## src/rtl/intdiv_sched.sv

```systemverilog
// Round-robin front end that shares one fixed-latency pipelined signed divider
// among NREQ requesters and steers results into per-requester result FIFOs.
module intdiv_sched #(
    parameter int N    = 4,
    parameter int LAT  = 6,
    parameter int NREQ = 2,
    parameter int FD   = 4
) (
    input  logic                clock,
    input  logic                reset,
    input  logic [NREQ-1:0]     req_valid,
    output logic [NREQ-1:0]     req_ready,
    input  logic [NREQ*N-1:0]   req_x,
    input  logic [NREQ*N-1:0]   req_y,
    output logic [N-1:0]        div_x,
    output logic [N-1:0]        div_y,
    input  logic [N-1:0]        div_z,
    input  logic [N-1:0]        div_r,
    output logic [NREQ-1:0]     rsp_valid,
    input  logic [NREQ-1:0]     rsp_ready,
    output logic [NREQ*N-1:0]   rsp_z,
    output logic [NREQ*N-1:0]   rsp_r,
    output logic [NREQ-1:0]     rsp_err,
    output logic                busy
);
    localparam int TW = (NREQ > 1) ? $clog2(NREQ) : 1;
    localparam int CW = $clog2(FD + 1);
    localparam int PW = (FD > 1) ? $clog2(FD) : 1;
    localparam int EW = 2 * N + 1;
    localparam logic [N-1:0] MIN_VAL = {1'b1, {(N-1){1'b0}}};

    typedef struct packed {
        logic          valid;
        logic [TW-1:0] tag;
        logic          dbz;
        logic          ovf;
        logic [N-1:0]  x;
    } shadow_t;

    function automatic logic [PW-1:0] fifo_inc(input logic [PW-1:0] p);
        return (int'(p) == FD - 1) ? '0 : p + 1'b1;
    endfunction

    logic [TW-1:0]   ptr_reg;
    shadow_t         shadow_reg [LAT];
    shadow_t         shadow_next;
    shadow_t         ret;
    logic [EW-1:0]   ret_entry;
    logic [NREQ-1:0] eligible;
    logic [NREQ-1:0] grant;
    logic            grant_any;
    logic [TW-1:0]   grant_idx;
    logic [N-1:0]    grant_x;
    logic [N-1:0]    grant_y;
    logic            grant_dbz;
    logic            grant_ovf;
    logic            issue_normal;
    logic [LAT-1:0]  stage_valid;

    // Two passes give "first eligible at or after the pointer, wrapping".
    always_comb begin
        grant     = '0;
        grant_any = 1'b0;
        grant_idx = '0;
        grant_x   = '0;
        grant_y   = '0;
        for (int k = 0; k < NREQ; k++) begin
            if (!grant_any && eligible[k] && k >= int'(ptr_reg)) begin
                grant_any = 1'b1;
                grant[k]  = 1'b1;
                grant_idx = TW'(k);
                grant_x   = req_x[k*N +: N];
                grant_y   = req_y[k*N +: N];
            end
        end
        for (int k = 0; k < NREQ; k++) begin
            if (!grant_any && eligible[k]) begin
                grant_any = 1'b1;
                grant[k]  = 1'b1;
                grant_idx = TW'(k);
                grant_x   = req_x[k*N +: N];
                grant_y   = req_y[k*N +: N];
            end
        end
    end

    assign req_ready    = grant;
    assign grant_dbz    = (grant_y == '0);
    assign grant_ovf    = (grant_x == MIN_VAL) && (grant_y == '1);
    assign issue_normal = grant_any && !grant_dbz && !grant_ovf;
    // Idle and locally-resolved ops feed the divider a harmless 0/1.
    assign div_x        = issue_normal ? grant_x : '0;
    assign div_y        = issue_normal ? grant_y : N'(1);

    always_ff @(posedge clock) begin
        if (reset) begin
            ptr_reg <= '0;
        end else if (grant_any) begin
            ptr_reg <= (int'(grant_idx) == NREQ - 1) ? '0 : grant_idx + 1'b1;
        end
    end

    assign shadow_next.valid = grant_any;
    assign shadow_next.tag   = grant_idx;
    assign shadow_next.dbz   = grant_dbz;
    assign shadow_next.ovf   = grant_ovf;
    assign shadow_next.x     = grant_x;

    // Shadow pipe runs in lockstep with the divider; it never stalls.
    always_ff @(posedge clock) begin
        if (reset) begin
            for (int i = 0; i < LAT; i++) begin
                shadow_reg[i] <= '0;
            end
        end else begin
            shadow_reg[0] <= shadow_next;
            for (int i = 1; i < LAT; i++) begin
                shadow_reg[i] <= shadow_reg[i-1];
            end
        end
    end

    generate
        for (genvar gi = 0; gi < LAT; gi++) begin : g_stage
            assign stage_valid[gi] = shadow_reg[gi].valid;
        end
    endgenerate

    assign ret = shadow_reg[LAT-1];

    // Divide-by-zero wins over overflow when both could apply.
    always_comb begin
        ret_entry = {div_z, div_r, 1'b0};
        if (ret.dbz) begin
            ret_entry = {{N{1'b1}}, ret.x, 1'b1};
        end else if (ret.ovf) begin
            ret_entry = {MIN_VAL, {N{1'b0}}, 1'b1};
        end
    end

    generate
        for (genvar gi = 0; gi < NREQ; gi++) begin : g_req
            logic [CW-1:0] inflight_reg;
            logic [CW-1:0] count_reg;
            logic [PW-1:0] wr_ptr_reg;
            logic [PW-1:0] rd_ptr_reg;
            logic [EW-1:0] mem_reg [FD];
            logic          push;
            logic          pop;

            assign push          = ret.valid && (ret.tag == TW'(gi));
            assign pop           = rsp_valid[gi] && rsp_ready[gi];
            // Credit counts only registered state; a pop this cycle frees a slot next cycle.
            assign eligible[gi]  = !reset && req_valid[gi] &&
                                   ((int'(inflight_reg) + int'(count_reg)) < FD);
            assign rsp_valid[gi] = (count_reg != '0);
            assign {rsp_z[gi*N +: N], rsp_r[gi*N +: N], rsp_err[gi]} =
                rsp_valid[gi] ? mem_reg[rd_ptr_reg] : '0;

            always_ff @(posedge clock) begin
                if (push) begin
                    mem_reg[wr_ptr_reg] <= ret_entry;
                end
            end

            always_ff @(posedge clock) begin
                if (reset) begin
                    inflight_reg <= '0;
                    count_reg    <= '0;
                    wr_ptr_reg   <= '0;
                    rd_ptr_reg   <= '0;
                end else begin
                    if (grant[gi] && !push) begin
                        inflight_reg <= inflight_reg + 1'b1;
                    end else if (!grant[gi] && push) begin
                        inflight_reg <= inflight_reg - 1'b1;
                    end
                    if (push && !pop) begin
                        count_reg <= count_reg + 1'b1;
                    end else if (!push && pop) begin
                        count_reg <= count_reg - 1'b1;
                    end
                    if (push) begin
                        wr_ptr_reg <= fifo_inc(wr_ptr_reg);
                    end
                    if (pop) begin
                        rd_ptr_reg <= fifo_inc(rd_ptr_reg);
                    end
                end
            end
        end
    endgenerate

    assign busy = (|stage_valid) || (|rsp_valid);

endmodule

```

## config.mk

```make
export PLATFORM = sky130hd
export DESIGN_NAME = intdiv_sched
export DESIGN_NICKNAME = d
export VERILOG_FILES = /design/src/rtl/intdiv_sched.sv
export SDC_FILE = /design/constraint.sdc
export NUM_CORES = 1
export LEC_CHECK = 0
export CORE_MARGIN = 2
export CORE_UTILIZATION = 56
export DETAILED_ROUTE_END_ITERATION = 6
export DONT_BUFFER_PORTS = 1
export PLACE_DENSITY_LB_ADDON = 0.08
export RECOVER_POWER = 100
export REMOVE_ABC_BUFFERS = 1
export SLEW_MARGIN = 20
export SYNTH_ARGS = -nofsm -noshare
export SYNTH_HDL_FRONTEND = slang
export SYNTH_SLANG_ARGS = --single-unit
```

## constraint.sdc

```tcl
create_clock -name clock -period 2.9 [get_ports clock]
set_input_delay 0.435 -clock clock [delete_from_list [all_inputs] [get_ports clock]]
set_output_delay 0.435 -clock clock [all_outputs]
set_load 0.05 [all_outputs]
```

Word level (Yosys, flattened, before mapping):

Memory sizes are Yosys's and may differ from the RTL's. A register that Yosys moved wholly into a read port is not among the register bits.
Cells that the tools add are included.

* add/subtract/negate cells: 15
* order comparisons: 3
* equal/unequal tests: 6
* mux-type cells: 53
* bitwise logic cells: 7
* reduce and logical (&&, ||, !) cells: 45

Operators by type and width (number)
* 8-bit two-way mux: 6
* 4-bit two-way mux: 10
* 9-bit two-way mux: 4
* 3-bit two-way mux: 8
* 1-bit logical AND: 23
* 1-bit two-way mux: 17
* 2-bit two-way mux: 8
* 3-bit by 1-bit adder with 3-bit output (second input constant): 4
* 1-bit zero test: 12
* 3-bit by 1-bit subtractor with 3-bit output (second input constant): 4
* 2-bit by 1-bit adder with 2-bit output (second input constant): 4
* 3-bit by 3-bit adder with 4-bit output: 2
* 2-bit by 1-bit equality test with 1-bit output (second input constant): 4
* 4-bit equality test (second input constant): 2
* 4-bit by 3-bit < comparator with 1-bit output (second input constant): 2
* 2-bit nonzero test: 4
* 1-bit bitwise OR: 6
* 3-bit nonzero test: 2
* 6-bit OR reduction: 1
* 4-bit zero test: 1
* 2-bit OR reduction: 1
* 1-bit adder (second input constant): 1
* 1-bit >= comparator (first input constant): 1
* 1-bit logical OR: 1
* 1-bit NOT: 1

* register bits: 21
* RAM bits: 120
* input bits: 30
* output and inout bits: 31
* memories: 3

Memories
* shadow_reg: depth 6, width 8, read ports 6, clocked after memory_dff 0, write ports 6, line 45 `shadow_t shadow_reg [LAT];`
* g_req[0].mem_reg: depth 4, width 9, read ports 1, clocked after memory_dff 1, write ports 1, line 147 `logic [EW-1:0] mem_reg [FD];`
* g_req[1].mem_reg: depth 4, width 9, read ports 1, clocked after memory_dff 1, write ports 1, line 147

Depth between registers and ports, before layout:

Gate-level depths: netlist of the first run.

* depth after elaboration: 19
* mapped depth: 11
* mapped depth without buffers: 10

Worst setup path before layout of the first run:

Ideal clock, no wire load.

* path kind: flip-flop to output port
* start point: reg g_req[0].inflight_reg[2]
* end point: out div_x[3]
* data arrival time: 3.092 ns
* required time: 2.465 ns
* setup slack: -0.627 ns
* stages on the path, launching flop included: 8
* cells stage by stage: dfxtp_1 -> ha_1 -> or4b_4 -> a311oi_4 -> and2_1 -> buf_6 -> a22oi_4 -> a211oi_1

* cells in the longest elaborated chain, start to end: 19
* elaborated cells on any way between the ends: 31
* classes of those cells: 1 x add/sub; 1 x order compare; 2 x eq/ne; 13 x mux; 14 x reduce/logical

Ends and longest elaborated chain
* from (decl): line 143 `logic [CW-1:0] inflight_reg;`
* from (signal assigned): line 174 `inflight_reg <= inflight_reg + 1'b1;`
* from (signal assigned): line 176 `inflight_reg <= inflight_reg - 1'b1;`
* 3-bit by 3-bit adder with 4-bit output *: line 155 `((int'(inflight_reg) + int'(count_reg)) < FD);`
* 4-bit by 3-bit < comparator with 1-bit output *: line 155
* 1-bit logical AND *: line 154 `assign eligible[gi] = !reset && req_valid[gi] &&`
* 1-bit logical AND: line 68 `if (!grant_any && eligible[k] && k >= int'(ptr_reg)) begin`
* 1-bit two-way mux: line 68
* 1-bit zero test: line 68
* 1-bit logical AND: line 68
* 1-bit two-way mux: line 68
* (+3 left out)
* 1-bit zero test: line 77 `if (!grant_any && eligible[k]) begin`
* 1-bit logical AND: line 77
* 4-bit two-way mux: line 77
* 4-bit equality test or 4-bit zero test (tied branches): line 89, 88
* 1-bit logical AND or 1-bit zero test (tied branches): line 89, 90
* 1-bit zero test or 1-bit logical AND (tied branches): line 90 `assign issue_normal = grant_any && !grant_dbz && !grant_ovf;`
* 1-bit logical AND: line 90
* 4-bit two-way mux *: line 92 `assign div_x = issue_normal ? grant_x : '0;`
* to (decl): line 15 `output logic [N-1:0] div_x,`

Mark *: on every way between the ends. The rest lies on a longest branch, timed or not.

Worst setup path after layout of the first run:

* start point: reg g_req[0].inflight_reg[2]
* end point: out div_y[1]

* cells in the longest elaborated chain, start to end: 19
* elaborated cells on any way between the ends: 31
* classes of those cells: 1 x add/sub; 1 x order compare; 2 x eq/ne; 13 x mux; 14 x reduce/logical

Ends and longest elaborated chain
* 3-bit by 3-bit adder with 4-bit output *: line 155
* 4-bit by 3-bit < comparator with 1-bit output *: line 155
* 1-bit logical AND *: line 154
* 1-bit logical AND: line 68
* 1-bit two-way mux: line 68
* 1-bit zero test: line 68
* 1-bit logical AND: line 68
* 1-bit two-way mux: line 68
* (+3 left out)
* 1-bit zero test: line 77
* 1-bit logical AND: line 77
* 4-bit two-way mux: line 77
* 4-bit equality test or 4-bit zero test (tied branches): line 89, 88
* 1-bit logical AND or 1-bit zero test (tied branches): line 89, 90
* 1-bit zero test or 1-bit logical AND (tied branches): line 90
* 1-bit logical AND: line 90
* 4-bit two-way mux *: line 93 `assign div_y = issue_normal ? grant_y : N'(1);`
* to (decl): line 16 `output logic [N-1:0] div_y,`

Marked as above.

==> flow_summary_export.csv, run 1 <==
group,metric,value,unit
run_status,status,"finished with violations",
run_status,violations,"negative setup slack",
flow_run,maxCapViolations,0,
layout,antennaDiodeCount,0,
sta,finalHoldViolCount,0,
logic_synthesis,syn_inst,413,
sta,setup_violations,18,
die,die_w,105.3,um
die,core_area,0.009864,sq mm
pwr,peakVddDrop,0.5423,mV
clock_tree,cts_buffer_depth,2,
die,design.die.area,0.01109,sq mm
detailed_routing,drc,0,
global_route,grt_max_degree,48,
logic_synthesis,synthArstFlopShare,0,%
critical_path,end_kind,"output pin",
placement,numPortBuffers,0,
pwr,power_switching,2.092,mW
clock_tree,cts_num_sinks,145,
layout,drive_above_1_share,19.96,%
placement,dpl.hpwl,6354,um
placement,place.gp.congestion,0.7480,
global_route,grt.total_usage,19.03,%
pwr,p_comb_share,28.5,%
detailed_routing,antenna_left,0,
clock_tree,h-tree-depth,4,
sta,tightest_slew,1.068,ns
clock_tree,cts_made_buffers,17,
sta,finalMaxSlewViolations,0,
sta,maxSlewHeadroom,28.78,%
logic_synthesis,synth.most_common_cell,"dfxtp_1",
detailed_routing,first_iter_violations,130,
worst_hold_path,hp-class,"in -> reg",
pwr,leakage,2.522,nW
detailed_routing,via_per_inst,5.489,
critical_path,critPathLaunch,"g_req[0].inflight_reg[2]$_SDFFE_PP0P_",
critical_path,critical_path_class,"reg -> out",
global_route,grt_pass1_wl,16200,um
critical_path,cp.required,2.47,ns
critical_path,crit_end,"div_y[1]",
clock_tree,cts_root_buf,"clkbuf_8",
logic_synthesis,synth_cell_types,44,
critical_path,path_cells,"ha_4 > or4b_4 > a311oi_4 > buf_6 > nand4b_1 > a211oi_4 > a21oi_1 > buf_4",
layout,largest_reg_flops,72,
critical_path,worst_r2r_endpoint,"g_req[0].inflight_reg[2]$_SDFFE_PP0P_",
placement,pre_cts_slack,0.05306,ns
sta,period_share,110.8,%
logic_synthesis,ys.flop_type,"dfxtp_1",
clock_tree,clkTransAtPathRegs,0.06,ns
critical_path,reg2reg_slack,0.07,ns
critical_path,crit_arrival,2.78,ns
logic_synthesis,synthesis.area,0.005747,sq mm
critical_path,max_stage_delay,0.50,ns
sta,rsz0062_at_grt,"yes",
clock_tree,cts_tree,"yes",
logic_synthesis,yosysWarnings,0,
pwr,p_clk_share,32.0,%
worst_hold_path,hold_path.startpoint,"reset",
global_route,first_global_vias,3328,
pwr,p_sw_share,33.81,%
layout,fin_nets,495,
global_route,overflow,0,
detailed_routing,wl_per_cell,17.13,um
pwr,powerDensity,921.7,mW/mm^2
logic_synthesis,synthTopCellsByCount,"73 x dfxtp_1, 72 x edfxtp_1, 40 x nor2b_1",
detailed_routing,wirelength,10090,um
die,pin_count,61,
detailed_routing,routed-via-count,3233,
die,start_util,58.26,%
logic_synthesis,synth_area_per_cell,13.91,sq um
die,rows,36,
global_route,antenna_found_initial,0,
critical_path,r2r-start,"g_req[0].inflight_reg[2]$_SDFFE_PP0P_",
critical_path,start_kind,"flip-flop",
logic_synthesis,synthTopCellsByArea,"edfxtp_1 38%, dfxtp_1 25%, mux4_2 7.1%, nor2b_1 4.4%, ha_1 3.9%",
sta,fmax,311.2,MHz
pwr,p_seq_share,39.5,%
pwr,p_int,4.096,mW
sta,finalWorstPathRequiredPeriod,3.213,ns
sta,fin_worst_skew,0.006345,ns
logic_synthesis,ys_seq_elements,145,
critical_path,ff2ff_path_depth,11,
sta,fin_ws,-0.3132,ns
logic_synthesis,synth_enable_flop_cells,72,
logic_synthesis,synth_top_cell_area_share,37.62,%
detailed_routing,dr.pass1.iters,4,
clock_tree,worstSkewPairLatency,0.50,ns
logic_synthesis,yosys.area.top_type,"edfxtp_1",
critical_path,worstPathMaxFanout,5,
die,die_h,105.3,um
pwr,totalPowerFinal,6.188,mW
logic_synthesis,ys_seq_area_share,63.05,%
critical_path,cp_slowest_cell,"or4b_4",
layout,layout-area-overhead-vs-synth,16.83,%
-- cells by family (layout without fill, tap and decap cells) --
logic type | count (synthesis) | in the layout | share of synthesized area [%]
XOR/XNOR | 8 | 8 | 1.219
flip-flops | 145 | 145 | 63.05
AND/OR/NAND/NOR | 140 | 140 | 14.33
multiplexers | 22 | 22 | 7.751
AO/OA/AOI/OAI | 45 | 45 | 5.878
adder cells (fa/ha/maj) | 22 | 22 | 5.313
buffers and inverters | 31 | 74 | 2.460
-- how the worst min path moves through the flow --
stage          slack, ns                                  end  cells past startpoint
6_report            0.02                            flip-flop                      1
5_1_grt            0.003  g_req[0].rd_ptr_reg[0]$_SDFFE_PP0P_                      1
4_1_cts            0.002  g_req[0].rd_ptr_reg[1]$_SDFFE_PP0P_                      1
3_5_place_dp        0.42          shadow_reg[3][0]$_SDFF_PP0_                      1
3_3_place_gp        0.42          shadow_reg[3][4]$_SDFF_PP0_                      1
2_1_floorplan       0.41          shadow_reg[1][0]$_SDFF_PP0_                      1
-- routing by layer --
layer / GRT usage (%) / wire (um) / up-vias
met5: 0 / 0 / -
met4: 5.143 / 88 / 0
met3: 5.442 / 513 / 12
met2: 34.19 / 5287 / 85
met1: 22.22 / 4199 / 1586
li1: - / - / 1550
-- stage by stage --
stage | util [%] | setup TNS (ns) | instance area, sq um | hold slack, ns | instances
2_1_floorplan | - | -4.439 | 5658 | 0.4138 | 396
3_3_place_gp | 59.93 | 0 | 5912 | 0.4154 | 540
3_5_place_dp | 59.93 | 0 | 5912 | 0.4212 | 540
4_1_cts | 67.22 | -1.777 | 6631 | 0.001753 | 584
5_1_grt | 68.06 | -7.034 | 6714 | 0.003490 | 589
6_report | 68.06 | -3.952 | 6714 | 0.02331 | 589
-- power groups by stage --
stage / combinational, mW / sequential [mW] / clock, mW
2_1_floorplan: 1.39 / 2.44 / 0
3_3_place_gp: 1.62 / 2.48 / 0
3_5_place_dp: 1.65 / 2.48 / 0
4_1_cts: 1.74 / 2.45 / 2.02
5_1_grt: 1.90 / 2.47 / 2.12
6_report: 1.77 / 2.44 / 1.98
-- placed cells by master, fill, tap and decap left out, types with 13 or more instances in the layout --
| cell | count |
|---|---|
| inv_1 | 14 |
| mux4_2 | 18 |
| nor2_1 | 18 |
| buf_4 | 13 |
| ha_1 | 16 |
| edfxtp_1 | 72 |
| clkbuf_16 | 18 |
| a21oi_1 | 15 |
| nand2_1 | 14 |
| and2_1 | 24 |
| dfxtp_1 | 69 |
| nor2b_1 | 40 |
-- worst max-delay path, delay by kind of cell (launching register included) --
| family | cells | cell delay (ns) |
|---|---|---|
| AOI/OAI and AO/OA | 3 | 0.69 |
| and+or+nand+nor | 2 | 0.67 |
| buffers and inverters | 2 | 0.36 |
| DFF | 1 | 0.33 |
| adders and majority gates | 1 | 0.22 |
-- area by class of cell --
| class | count | area (sq um) |
|---|---|---|
| clock buffer | 23 | 467.9 |
| clock inverter | 9 | 82.58 |
| fill | 686 | 3151 |
| inverter | 14 | 52.55 |
| multi-input combinational | 237 | 2047 |
| sequential | 145 | 3631 |
| tap | 133 | 166.4 |
| timing repair buffer | 28 | 266.5 |
-- what timing repair did --
| item | 4_1_cts | 5_1_grt |
|---|---|---|
| endpoints found under the hold margin | 49 | 1 |
| endpoints found under the setup margin | 8 | 9 |
| resized for setup | 17 | 7 |
| pin swaps | 9 | 2 |
| gates cloned | 0 | 1 |
| buffers inserted | 5 | 3 |
| hold buffers | 7 | 1 |
Power figures use the tool's default switching activity.
==> run 2, diff against run 1 <==
Settings changed: PLACE_DENSITY set to 0.83, PLACE_DENSITY_LB_ADDON 0.08 to not set.
==> flow_summary_export.csv, run 2 (synthesis gave the netlist of run 1 again) <==
group,metric,value,unit
sta,maxSlewHeadroom,33.40,%
critical_path,cp_slowest_cell,"or4b_4",
critical_path,max_stage_delay,0.55,ns
pwr,totalPowerFinal,6.336,mW
placement,place.gp.congestion,0.7568,
layout,fin_nets,490,
sta,rsz0062_at_grt,"yes",
detailed_routing,wl_per_cell,17.99,um
global_route,antenna_found_initial,0,
critical_path,start_kind,"flip-flop",
layout,layout-area-overhead-vs-synth,16.33,%
die,rows,36,
sta,fin_worst_skew,0.008468,ns
layout,final_cell_mix,"72 x edfxtp_1, 68 x dfxtp_1, 40 x nor2b_1",
layout,drive_above_1_share,19.56,%
clock_tree,h-tree-depth,4,
detailed_routing,dr.pass1.iters,5,
critical_path,critical_path_class,"reg -> out",
clock_tree,cts_num_sinks,145,
die,core_area,0.009864,sq mm
critical_path,ff2ff_path_depth,10,
sta,finalWorstPathRequiredPeriod,3.284,ns
sta,tightest_slew,0.9990,ns
pwr,peakVddDrop,0.4529,mV
sta,hold_slack,0.06959,ns
pwr,leakage,2.507,nW
detailed_routing,via_per_inst,5.662,
detailed_routing,routed-via-count,3301,
die,design.die.area,0.01109,sq mm
sta,fmax,304.5,MHz
clock_tree,cts_tree,"yes",
placement,numPortBuffers,0,
detailed_routing,antenna_left,0,
clock_tree,cts_root_buf,"clkbuf_8",
sta,finalSetupTns,-2.845,ns
sta,finalHoldViolCount,0,
worst_hold_path,hp-class,"in -> reg",
flow_run,maxCapViolations,0,
detailed_routing,wirelength,10490,um
global_route,overflow,0,
sta,period_share,113.2,%
detailed_routing,drc,0,
die,pin_count,61,
worst_hold_path,hold_depth,1,
sta,finalMaxSlewViolations,0,
die,die_w,105.3,um
global_route,grt.total_usage,19.78,%
die,die_h,105.3,um
run_status,status,"finished with violations",
layout,largest_reg_flops,72,
clock_tree,cts_buffer_depth,2,
placement,dpl.hpwl,6506,um
critical_path,worstPathMaxFanout,6,
sta,fin_ws,-0.3841,ns
global_route,first_global_vias,3411,
critical_path,cp.required,2.47,ns
clock_tree,worstSkewPairLatency,0.51,ns
layout,antennaDiodeCount,0,
critical_path,crit_arrival,2.85,ns
sta,setup_violations,9,
clock_tree,clkTransAtPathRegs,0.06,ns
clock_tree,cts_made_buffers,17,
global_route,grt_pass1_wl,16770,um
pwr,powerDensity,947.8,mW/mm^2
die,start_util,58.26,%
critical_path,path_cells,"ha_4 > or4b_4 > a311oi_4 > buf_6 > nand4b_1 > a211oi_4 > a21oi_1 > buf_4",
critical_path,end_kind,"output pin",
layout,final_common_cell,"edfxtp_1",
layout,n_fill_cell,664,
detailed_routing,first_iter_violations,161,
global_route,grt_max_degree,53,
run_status,violations,"negative setup slack",
-- run 2: area by class of cell --
class / count / area [sq um] / share of cell area, %
clock inverters: 14 / 177.7 / 2.658
well taps: 133 / 166.4 / 2.489
multi-input cells: 237 / 2023 / 30.26
flip-flops and latches: 145 / 3632 / 54.33
clock buffers: 17 / 414.1 / 6.195
inverters: 14 / 52.55 / 0.7861
repair buffers: 23 / 219.0 / 3.275
-- run 2: repair_timing --
item / in CTS / in global routing
endpoints found under the hold margin: 62 / 0
pin swaps: 6 / 1
gates resized for setup: 12 / 8
setup endpoints to repair: 9 / 10
buffers inserted: 2 / 1
hold buffers: 10 / 0
-- run 2: worst paths after layout --
| path | from | endpoint | slack (ns) |
|---|---|---|---|
| min reg2reg | shadow_reg[3][4]$_SDFF_PP0_ | shadow_reg[4][4]$_SDFF_PP0_ | 0.44 |
| max | g_req[0].count_reg[2]$_SDFFE_PP0P_ | div_y[1] | -0.38 |
| max reg2reg | g_req[0].count_reg[2]$_SDFFE_PP0P_ | g_req[0].inflight_reg[2]$_SDFFE_PP0P_ | -0.05 |
| min | req_x[6] | shadow_reg[0][2]$_SDFF_PP0_ | 0.07 |
-- run 2: through the flow --
stage               instance area (sq um)  setup slack [ns]  util, %  instances
floorplan                            5658           -0.9841        -        396
global placement                     5904            0.1006    59.86        539
detailed placement                   5904         -0.008934    59.86        539
CTS                                  6661           -0.3885    67.53        582
global route                         6685           -0.5078    67.77        583
finish                               6685           -0.3841    67.77        583
-- run 2: power by group --
part | switching [mW] | internal [mW] | leakage [nW]
clock | 0.834 | 1.32 | 0.276
combinational | 1.17 | 0.561 | 0.986
sequential | 0.164 | 2.30 | 1.25
-- run 2: worst max-delay path: cells and delay by family (launching register included) --
family	cells	cell delay, ns
simple gates	2	0.72
buf+inv	2	0.36
fa+ha+maj	1	0.20
flops	1	0.36
compound gates	3	0.68
-- run 2: metal layers --
layer	track usage [%]	routed length, um	share of wire (%)	up-vias
met5	0	0	0	-
met4	7.143	146	1.4	0
met3	5.690	522	5.0	15
met2	35.30	5657	54	105
met1	22.52	4161	40	1640
li1	-	-	-	1541
==> run 3, diff against run 2 <==
Settings changed: CORE_UTILIZATION 56 to 59, PLACE_DENSITY 0.83 to 0.84, RECOVER_POWER 100 to 25.
Clock period 2.9 ns to 4 ns, I/O delays scaled along.
==> flow_summary_export.csv, run 3 (synthesis gave the netlist of run 1 again) <==
group,metric,value,unit
die,die_h,102.7,um
run_status,status,"completed",
global_route,grt_pass1_wl,15320,um
critical_path,ff2ff_path_depth,10,
worst_hold_path,min_to,"shadow_reg[5][2]$_SDFF_PP0_",
sta,finalMaxSlewViolations,0,
worst_hold_path,hp-class,"in -> reg",
pwr,p_clk_share,33.9,%
detailed_routing,via_per_inst,5.511,
die,pin_count,61,
pwr,p_seq_share,40.1,%
critical_path,reg2reg_slack,0.75,ns
layout,largest_reg_flops,72,
pwr,p_comb_share,26.0,%
global_route,grt.total_usage,19.75,%
critical_path,end_kind,"output pin",
worst_hold_path,hold_path.startpoint,"reset",
layout,antennaDiodeCount,0,
detailed_routing,drc,0,
placement,numPortBuffers,0,
layout,final_cell_mix,"73 x dfxtp_1, 72 x edfxtp_1, 40 x nor2b_1",
sta,finalWorstPathRequiredPeriod,3.831,ns
sta,setup_violations,0,
flow_run,maxCapViolations,0,
die,design.die.area,0.01055,sq mm
detailed_routing,dr.pass1.iters,4,
clock_tree,cts_num_sinks,145,
pwr,p_sw_share,34.70,%
detailed_routing,routed-via-count,3125,
sta,rsz0062_at_grt,"no",
die,rows,36,
detailed_routing,antenna_left,0,
clock_tree,postCtsHoldBufs,0,
clock_tree,clkTransAtPathRegs,0.06,ns
clock_tree,post_cts_resized,0,
sta,tightest_slew,0.8735,ns
worst_hold_path,hold_depth,1,
sta,maxSlewHeadroom,41.77,%
layout,fin_nets,473,
placement,dpl.hpwl,6245,um
placement,place.gp.congestion,0.7829,
detailed_routing,wl_per_cell,16.96,um
layout,layout-area-overhead-vs-synth,12.32,%
layout,n_fill_cell,651,
die,start_util,59.90,%
critical_path,cp.required,3.40,ns
detailed_routing,first_iter_violations,89,
clock_tree,cts_buffer_depth,2,
die,die_w,102.7,um
layout,drive_above_1_share,16.36,%
sta,fmax,261.0,MHz
layout,utilization,67.28,%
critical_path,critical_path_class,"reg -> out",
global_route,grt_max_degree,65,
critical_path,worst_r2r_endpoint,"g_req[0].inflight_reg[2]$_SDFFE_PP0P_",
layout,final_common_cell,"dfxtp_1",
pwr,peakVddDrop,0.4053,mV
critical_path,crit_arrival,3.23,ns
sta,finalHoldViolCount,0,
pwr,leakage,2.409,nW
clock_tree,cts_tree,"yes",
pwr,powerDensity,684.4,mW/mm^2
clock_tree,worstSkewPairLatency,0.52,ns
clock_tree,post-cts-setup-buffers,0,
sta,period_share,95.78,%
critical_path,worstPathMaxFanout,8,
clock_tree,cts_root_buf,"clkbuf_8",
detailed_routing,wirelength,9618,um
global_route,overflow,0,
placement,dp.cells,535,
global_route,antenna_found_initial,0,
global_route,first_global_vias,3206,
clock_tree,cts_made_buffers,17,
pwr,p_int,2.885,mW
critical_path,start_kind,"flip-flop",
die,core_area,0.009594,sq mm
critical_path,r2r-start,"g_req[0].inflight_reg[2]$_SDFFE_PP0P_",
clock_tree,h-tree-depth,4,
layout,stdcell_count,567,
sta,fin_worst_skew,0.006524,ns
pwr,power_switching,1.533,mW
run 3: power by group through the flow:
stage          Clock (mW)  Sequential [mW]  Combinational [mW]
3_5_place_dp            0             1.80                1.14
4_1_cts              1.51             1.78                1.16
2_1_floorplan           0             1.77                1.00
5_1_grt              1.57             1.79                1.23
3_3_place_gp            0             1.80                1.12
6_report             1.50             1.77                1.15
run 3: layout make-up:
type | count | area [sq um] | share of cell area, %
Inverter | 14 | 52.55 | 0.8141
Sequential cell | 145 | 3623 | 56.13
Clock buffer | 22 | 496.7 | 7.695
Tap cell | 133 | 166.4 | 2.578
Clock inverter | 10 | 83.83 | 1.299
Multi-Input combinational cell | 237 | 1987 | 30.78
Timing Repair Buffer | 6 | 45.04 | 0.6978
run 3: routing by layer:
| metal | vias up | wire, um | track usage, % | share of wire [%] |
|---|---|---|---|---|
| met5 | - | 0 | 0 | 0 |
| met4 | 0 | 120 | 5.846 | 1.2 |
| met3 | 8 | 478 | 6.441 | 5.0 |
| met2 | 82 | 5023 | 34.99 | 52 |
| met1 | 1519 | 3996 | 22.95 | 42 |
| li1 | 1516 | - | - | - |
run 3: metrics by stage:
step           cell area (sq um)   TNS, ns  total power [mW]  setup slack, ns  hold slack [ns]
2_1_floorplan               5658  -0.04908             2.777         -0.04908           0.4138
3_3_place_gp                5874         0             2.914           0.7872           0.4166
3_5_place_dp                5874         0             2.949           0.7309           0.4231
4_1_cts                     6455         0             4.447           0.1745           0.1331
5_1_grt                     6455         0             4.597          0.02683           0.1318
6_report                    6455         0             4.417           0.1687           0.1530
run 3: how the worst max path moves through the flow:
stage                                           from       end  slack (ns)  cells past startpoint
5_1_grt           g_req[0].count_reg[2]$_SDFFE_PP0P_  div_x[3]        0.03                      8
4_1_cts        g_req[0].inflight_reg[2]$_SDFFE_PP0P_  div_x[3]        0.17                      8
2_1_floorplan  g_req[0].inflight_reg[2]$_SDFFE_PP0P_  div_x[3]       -0.05                      6
6_report       g_req[0].inflight_reg[2]$_SDFFE_PP0P_  div_x[3]        0.17                      8
3_3_place_gp   g_req[0].inflight_reg[2]$_SDFFE_PP0P_  div_y[0]        0.79                      7
3_5_place_dp   g_req[0].inflight_reg[2]$_SDFFE_PP0P_  div_y[0]        0.73                      7
run 3: critical path, cell delays in order, from the launching register on:
cell and delay, ns:
dfxtp_1 0.32, ha_1 0.28, or4b_4 0.51, a311oi_4 0.40, and2_1 0.38, buf_4 0.29
a22oi_4 0.10, a211oi_2 0.21, buf_4 0.23
